[config.mk]
export PLATFORM = sky130hd
export DESIGN_NAME = cordic_vector
export DESIGN_NICKNAME = d
export VERILOG_FILES = /design/src/rtl/cordic_vec_pkg.sv /design/src/rtl/fix_to_fp32.sv /design/src/rtl/cordic_vector.sv
export SDC_FILE = /design/constraint.sdc
export NUM_CORES = 2
export LEC_CHECK = 0
export CORE_AREA = 3 3 330 267
export CTS_BUF_LIST = sky130_fd_sc_hd__clkbuf_16
export DETAILED_ROUTE_END_ITERATION = 8
export DIE_AREA = 0 0 333 270
export MAX_ROUTING_LAYER = met4
export SLEW_MARGIN = 20
export SYNTH_ARGS = -nofsm -noshare
export SYNTH_HDL_FRONTEND = slang
export SYNTH_SLANG_ARGS = --single-unit
[constraint.sdc]
create_clock -name clk -period 8.2 [get_ports clk]
set_input_delay 1.64 -clock clk [delete_from_list [all_inputs] [get_ports clk]]
set_output_delay 1.64 -clock clk [all_outputs]
set_load 0.03 [all_outputs]
[src/rtl/cordic_vec_pkg.sv]
// Shared constants for the vectoring CORDIC: Q4.30 angle constants, gain
// inverse, atan(2^-i) table and the controller state encoding.
package cordic_vec_pkg;
  localparam int FRAC = 30;
  localparam int IW   = 4 + FRAC;

  localparam logic signed [IW-1:0] HALF_PI = 34'sh6487_ED51;
  localparam logic signed [IW-1:0] PI      = 34'shC90F_DAA2;
  localparam logic signed [IW-1:0] K_INV   = 34'sh26DD_3B6A;

  typedef enum logic [2:0] {IDLE, PRE, ITER, COMP, PACK, DONE} state_t;

  function automatic logic signed [IW-1:0] atan_lut(input logic [4:0] i);
    case (i)
      5'd0:  atan_lut = 34'sh3243_F6A9;
      5'd1:  atan_lut = 34'sh1DAC_6705;
      5'd2:  atan_lut = 34'sh0FAD_BAFC;
      5'd3:  atan_lut = 34'sh07F5_6EA6;
      5'd4:  atan_lut = 34'sh03FE_AB76;
      5'd5:  atan_lut = 34'sh01FF_D55B;
      5'd6:  atan_lut = 34'sh00FF_FAAA;
      5'd7:  atan_lut = 34'sh007F_FF55;
      5'd8:  atan_lut = 34'sh003F_FFEA;
      5'd9:  atan_lut = 34'sh001F_FFFD;
      5'd10: atan_lut = 34'sh000F_FFFF;
      5'd11: atan_lut = 34'sh0007_FFFF;
      5'd12: atan_lut = 34'sh0003_FFFF;
      5'd13: atan_lut = 34'sh0001_FFFF;
      5'd14: atan_lut = 34'sh0000_FFFF;
      5'd15: atan_lut = 34'sh0000_7FFF;
      5'd16: atan_lut = 34'sh0000_3FFF;
      5'd17: atan_lut = 34'sh0000_1FFF;
      5'd18: atan_lut = 34'sh0000_0FFF;
      5'd19: atan_lut = 34'sh0000_07FF;
      5'd20: atan_lut = 34'sh0000_03FF;
      5'd21: atan_lut = 34'sh0000_01FF;
      5'd22: atan_lut = 34'sh0000_00FF;
      5'd23: atan_lut = 34'sh0000_007F;
      5'd24: atan_lut = 34'sh0000_003F;
      5'd25: atan_lut = 34'sh0000_001F;
      5'd26: atan_lut = 34'sh0000_000F;
      5'd27: atan_lut = 34'sh0000_0008;
      5'd28: atan_lut = 34'sh0000_0004;
      5'd29: atan_lut = 34'sh0000_0002;
      default: atan_lut = '0;
    endcase
  endfunction
endpackage

[src/rtl/fix_to_fp32.sv]
// Combinational signed fixed-point to fp32 normaliser (mantissa truncated,
// zero maps to +0).
module fix_to_fp32 #(
  parameter int IW   = 34,
  parameter int FRAC = 30
) (
  input  logic signed [IW-1:0] v_i,
  output logic [31:0]          f_o
);
  logic [IW-1:0] mag, norm;
  int            pos;

  always_comb begin
    mag = v_i[IW-1] ? -v_i : v_i;
    pos = 0;
    for (int b = 0; b < IW; b++)
      if (mag[b]) pos = b;
    // Left-justify so the hidden one lands on the MSB.
    norm = mag << (IW - 1 - pos);
    f_o  = '0;
    if (mag != '0)
      f_o = {v_i[IW-1], 8'(127 + pos - FRAC), norm[IW-2 -: 23]};
  end
endmodule

[src/rtl/cordic_vector.sv]
// Iterative vectoring CORDIC: fp32 (x, y) -> fp32 atan2 angle and magnitude.
// Define CORDIC_VECTOR_GAIN_COMP_EN to add a K_INV gain-compensation step.
import cordic_vec_pkg::*;

module cordic_vector #(
  parameter int M             = 20,
  parameter int W             = 32,
  parameter int FRACTION_BITS = 30
) (
  input  logic         clk,
  input  logic         rst,
  input  logic         in_valid,
  output logic         in_ready,
  input  logic [W-1:0] x_in,
  input  logic [W-1:0] y_in,
  output logic         out_valid,
  input  logic         out_ready,
  output logic [W-1:0] angle,
  output logic [W-1:0] magnitude,
  output logic         err
);
  localparam int IWL = 4 + FRACTION_BITS;
  localparam int PW  = 2 * IWL;

  state_t                state_q, state_d;
  logic signed [IWL-1:0] x_q, x_d, y_q, y_d, z_q, z_d;
  logic signed [IWL-1:0] xs, ys, x_fix, y_fix;
  logic [4:0]            i_q, i_d;
  logic [W-1:0]          angle_q, angle_d, mag_q, mag_d, angle_f, mag_f;
  logic                  err_q, err_d, x_err, y_err;
`ifdef CORDIC_VECTOR_GAIN_COMP_EN
  logic signed [PW-1:0]  prod;
`endif

  // Returns {err, Q4.30 value}; underflowing magnitudes flush to zero.
  function automatic logic [IWL:0] to_fix(input logic [31:0] f);
    logic [IWL-1:0] v;
    logic           e;
    int             sh;
    v  = '0;
    e  = 1'b0;
    sh = 127 - int'(f[30:23]);
    if (f[30:23] == 8'hFF || sh < 0)
      e = 1'b1;
    else if (f[30:23] != 8'd0 && sh <= FRACTION_BITS) begin
      v = IWL'({1'b1, f[22:0]}) << (FRACTION_BITS - 23);
      v = v >> sh;
      if (f[31]) v = -v;
    end
    return {e, v};
  endfunction

  assign {x_err, x_fix} = to_fix(x_in);
  assign {y_err, y_fix} = to_fix(y_in);

  fix_to_fp32 #(.IW(IWL), .FRAC(FRACTION_BITS)) u_ang (.v_i(z_q), .f_o(angle_f));
  fix_to_fp32 #(.IW(IWL), .FRAC(FRACTION_BITS)) u_mag (.v_i(x_q), .f_o(mag_f));

  always_comb begin
    state_d = state_q;
    x_d     = x_q;
    y_d     = y_q;
    z_d     = z_q;
    i_d     = i_q;
    angle_d = angle_q;
    mag_d   = mag_q;
    err_d   = err_q;
    xs      = x_q >>> i_q;
    ys      = y_q >>> i_q;
`ifdef CORDIC_VECTOR_GAIN_COMP_EN
    prod    = PW'(x_q) * PW'(K_INV);
`endif
    case (state_q)
      IDLE: if (in_valid) begin
        x_d = x_fix;
        y_d = y_fix;
        if (x_err || y_err) begin
          angle_d = '0; mag_d = '0; err_d = 1'b1;
          state_d = DONE;
        end else if (x_fix == '0 && y_fix == '0) begin
          angle_d = '0; mag_d = '0; err_d = 1'b0;
          state_d = DONE;
        end else
          state_d = PRE;
      end
      PRE: begin
        // Fold left half-plane into the CORDIC convergence range.
        z_d = '0;
        if (x_q < 0) begin
          if (y_q >= 0) begin
            x_d = y_q;  y_d = -x_q; z_d = HALF_PI;
          end else begin
            x_d = -y_q; y_d = x_q;  z_d = -HALF_PI;
          end
        end
        i_d     = '0;
        state_d = ITER;
      end
      ITER: begin
        if (!y_q[IWL-1]) begin
          x_d = x_q + ys; y_d = y_q - xs; z_d = z_q + atan_lut(i_q);
        end else begin
          x_d = x_q - ys; y_d = y_q + xs; z_d = z_q - atan_lut(i_q);
        end
        i_d = i_q + 5'd1;
        if (i_q == 5'(M - 1)) begin
          i_d = '0;
`ifdef CORDIC_VECTOR_GAIN_COMP_EN
          state_d = COMP;
`else
          state_d = PACK;
`endif
        end
      end
`ifdef CORDIC_VECTOR_GAIN_COMP_EN
      COMP: begin
        x_d     = prod[FRACTION_BITS +: IWL];
        state_d = PACK;
      end
`endif
      PACK: begin
        angle_d = angle_f;
        mag_d   = mag_f;
        err_d   = 1'b0;
        state_d = DONE;
      end
      DONE: if (out_ready) state_d = IDLE;
      default: state_d = IDLE;
    endcase
  end

  always_ff @(posedge clk) begin
    if (rst) begin
      state_q <= IDLE;
      x_q     <= '0;
      y_q     <= '0;
      z_q     <= '0;
      i_q     <= '0;
      angle_q <= '0;
      mag_q   <= '0;
      err_q   <= 1'b0;
    end else begin
      state_q <= state_d;
      x_q     <= x_d;
      y_q     <= y_d;
      z_q     <= z_d;
      i_q     <= i_d;
      angle_q <= angle_d;
      mag_q   <= mag_d;
      err_q   <= err_d;
    end
  end

  assign in_ready  = (state_q == IDLE);
  assign out_valid = (state_q == DONE);
  assign angle     = angle_q;
  assign magnitude = mag_q;
  assign err       = err_q;
endmodule

==> impl_metrics.env <==
export IMPL_status="complete, no violations"
export IMPL_max_stage_delay_ns=0.90
export IMPL_pre_cts_slack_ns=0.526
export IMPL_port_buffers=134
export IMPL_synthDistinctLibCells=114
export IMPL_maxSlewHeadroom_pct=27.9
export IMPL_postRouteAntennaNets=0
export IMPL_p_per_area_nw_per_um2=482
export IMPL_post_cts_resized=0
export IMPL_drv_slew=0
export IMPL_rsz0062_at_grt="false"
export IMPL_hp_start="angle[4]"
export IMPL_track_usage_pct=28.3
export IMPL_rr_startpoint="i_q[0]"
export IMPL_start_kind="flop"
export IMPL_cts_hold_buf=0
export IMPL_layout_commonest_cell="nor2_1"
export IMPL_clock_latency_ns=0.60
export IMPL_numCtsBuffers=25
export IMPL_vias=35200
export IMPL_cp_slowest_cell="dfxtp_4"
export IMPL_rows=96
export IMPL_place_congestion=1.02
export IMPL_synth_async_sr_flop_share_pct=0
export IMPL_finalCritPeriodShare_pct=89.0
export IMPL_clock_fmax_ghz=0.137
export IMPL_r2r_cells=22
export IMPL_syn2layout_area_growth_pct=9.48
export IMPL_grt_max_degree=113
export IMPL_syn_area_um2=32100
export IMPL_grt_pass1_wl_um=199000
export IMPL_hpwl_um=100000
export IMPL_grt_ovfl_total=0
export IMPL_p_leak_nw=13.2
export IMPL_die_area_um2=89900
export IMPL_worst_slack_ns=0.902
export IMPL_synthFlopType="dfxtp_1"
export IMPL_postCtsSetupRepairBufs=0
export IMPL_timing_final_crit_period_ns=7.30
export IMPL_cp_arrival_ns=7.78
export IMPL_synth_edf_count=0
export IMPL_hold_path_end="angle[4]"
export IMPL_clk_path_buf_depth=3
export IMPL_ios=135
export IMPL_synth_top_area_share_pct=12.8
export IMPL_synth_seq_cells=205
export IMPL_die_w_um=333
export IMPL_worst_pin_slew_ns=1.07
export IMPL_crit_fanout=50
export IMPL_maxCapViolations=0
export IMPL_cts_tree="done"
export IMPL_h_tree_depth=1
export IMPL_grt_pass1_vias=31900
export IMPL_final_cell_mix="nor2_1 (415), nand2_1 (359), a21oi_1 (312)"
export IMPL_synth_nets=4528
export IMPL_core_area_um2=85300
export IMPL_avgSynthCellArea_um2=7.41
export IMPL_finalClockSkew_ns=0.0322
export IMPL_clk_pin_slew_ns=0.06
export IMPL_wirelength_um=131000
export IMPL_finalSetupViolCount=0
export IMPL_critical_path_class="flop to flop"
export IMPL_hold_depth=1
export IMPL_yosysWarnings=0
export IMPL_route_detailed_drc=0
export IMPL_drtPass1Iterations=6
export IMPL_ir_worst_vdd_uv=517
export IMPL_drt_iter0_markers=4620
export IMPL_endpoint_kind="flop"
export IMPL_worst_ep_required_time_ns=8.68
export IMPL_clock_sinks=205
export IMPL_hp_class="flop to flop"
export IMPL_initial_core_util_pct=37.7
export IMPL_viasPerCell=6.52
export IMPL_wl_per_cell_um=24.2
export IMPL_final_layout_size_suffix_gt1_share_pct=9.35
export IMPL_die_h_um=270
export IMPL_tns_ns=0
export IMPL_r2r_end="x_q[32]"
export IMPL_yosysSeqAreaShare_pct=12.8
export IMPL_cts_root_buf="clkbuf_16"
export IMPL_yosysTopAreaCell="dfxtp_1"
export IMPL_synth_area_top_cells="dfxtp_1 (13%), mux4_2 (6.4%), mux2i_1 (6.1%), xnor2_1 (5.8%), a21oi_1 (4.9%)"
export IMPL_syn_inst=4334
export IMPL_r2r_slack_ns=0.90
export IMPL_hold_viol_final=0
export IMPL_antenna_found_initial=3
export IMPL_nNetsFinal=4451
export IMPL_crit_chain="buf_4 -> mux4_2 -> mux4_2 -> nand2_1 -> o31a_1 -> and3_1 -> nor2_1 -> xor2_1 -> ha_1 -> a21o_1 -> a2111oi_0 -> nor3_1 -> a41oi_1 -> o311ai_0 -> a41oi_1 -> o21ai_0 -> o21ai_0 -> a311oi_1 -> a31oi_1 -> xnor2_1 -> a221oi_1 -> nor2_1"
==> cell families (layout without fill, tap and decap cells) <==
group                    after synthesis  after routing  share of synthesized area, %
AND/OR/NAND/NOR                     1446           1446                          22.2
AO/OA/AOI/OAI                       1391           1391                          29.4
buffers and inverters                438            380                          5.56
XOR/XNOR                             372            372                          10.2
multiplexers                         356            356                          15.0
flip-flops                           205            205                          12.8
adder cells (fa/ha/maj)              126            126                          4.98
other                                  0              3                             0
==> layer usage <==
| layer | share of wire [%] | track usage (%) | wire, um | vias up |
|---|---|---|---|---|
| li1 | - | - | - | 16200 |
| met1 | 45 | 40.9 | 59100 | 17000 |
| met2 | 41 | 39.7 | 53800 | 1755 |
| met3 | 10 | 4.93 | 13100 | 227 |
| met4 | 3.6 | 8.72 | 4660 | 0 |
| met5 | 0 | - | 0 | - |
==> area by class of cell <==
class	count	area [um2]
Antenna cell	3	7.51
Clock buffer	26	651
Clock inverter	20	164
Fill cell	8852	50100
Inverter	95	357
Multi-Input combinational cell	3691	26300
Sequential cell	205	4120
Tap cell	1127	1410
Timing Repair Buffer	239	2160
==> how the worst max path moves through the flow <==
stage / startpoint / endpoint / slack (ns)
after floorplan: i_q[0] / y_q[32] / 1.60
after global placement: x_in[26] / angle[13] / 0.59
after detailed placement: x_in[30] / angle[13] / 0.53
after CTS: i_q[0] / x_q[32] / 0.94
after global routing: i_q[0] / x_q[32] / 0.32
final: i_q[0] / x_q[32] / 0.90
==> critical path: cells and delay by family (launching register included) <==
| kind | cells | cell delay [ns] |
|---|---|---|
| AO/OA/AOI/OAI | 11 | 3.16 |
| multiplexers | 2 | 1.14 |
| flip-flops | 1 | 0.90 |
| AND/OR/NAND/NOR | 5 | 0.84 |
| buffers and inverters | 1 | 0.42 |
| XOR/XNOR | 2 | 0.35 |
| adder cells (fa/ha/maj) | 1 | 0.32 |
==> metrics by stage <==
step / std cells / total power [mW] / hold slack (ns) / util (%) / instance area (um2)
final: 5406 / 17.0 / 0.461 / 41.2 / 35200
after global routing: 5404 / 18.2 / 0.476 / 41.2 / 35200
after CTS: 5403 / 16.6 / 0.463 / 41.2 / 35200
after detailed placement: 5357 / 15.4 / 0.446 / 40.3 / 34300
after global placement: 5357 / 15.3 / 0.446 / 40.3 / 34300
after floorplan: 4334 / 11.8 / 0.519 / - / 32100
==> report_power, final <==
part / switching [mW] / internal, mW
sequential: 0.653 / 1.27
combinational: 8.58 / 5.29
clock: 0.511 / 0.641
==> synth_stat cells, types with 74 or more instances <==
| library cell | number |
|---|---|
| nor2_1 | 416 |
| ha_1 | 123 |
| mux4_2 | 91 |
| clkbuf_1 | 249 |
| a21oi_1 | 315 |
| nand3_1 | 93 |
| xor2_1 | 160 |
| dfxtp_1 | 205 |
| a31oi_1 | 74 |
| xnor2_1 | 211 |
| mux2i_1 | 195 |
| nand2_1 | 362 |
| inv_1 | 88 |
| o21ai_0 | 287 |
| nor3_1 | 128 |
Power figures use the tool's default switching activity.
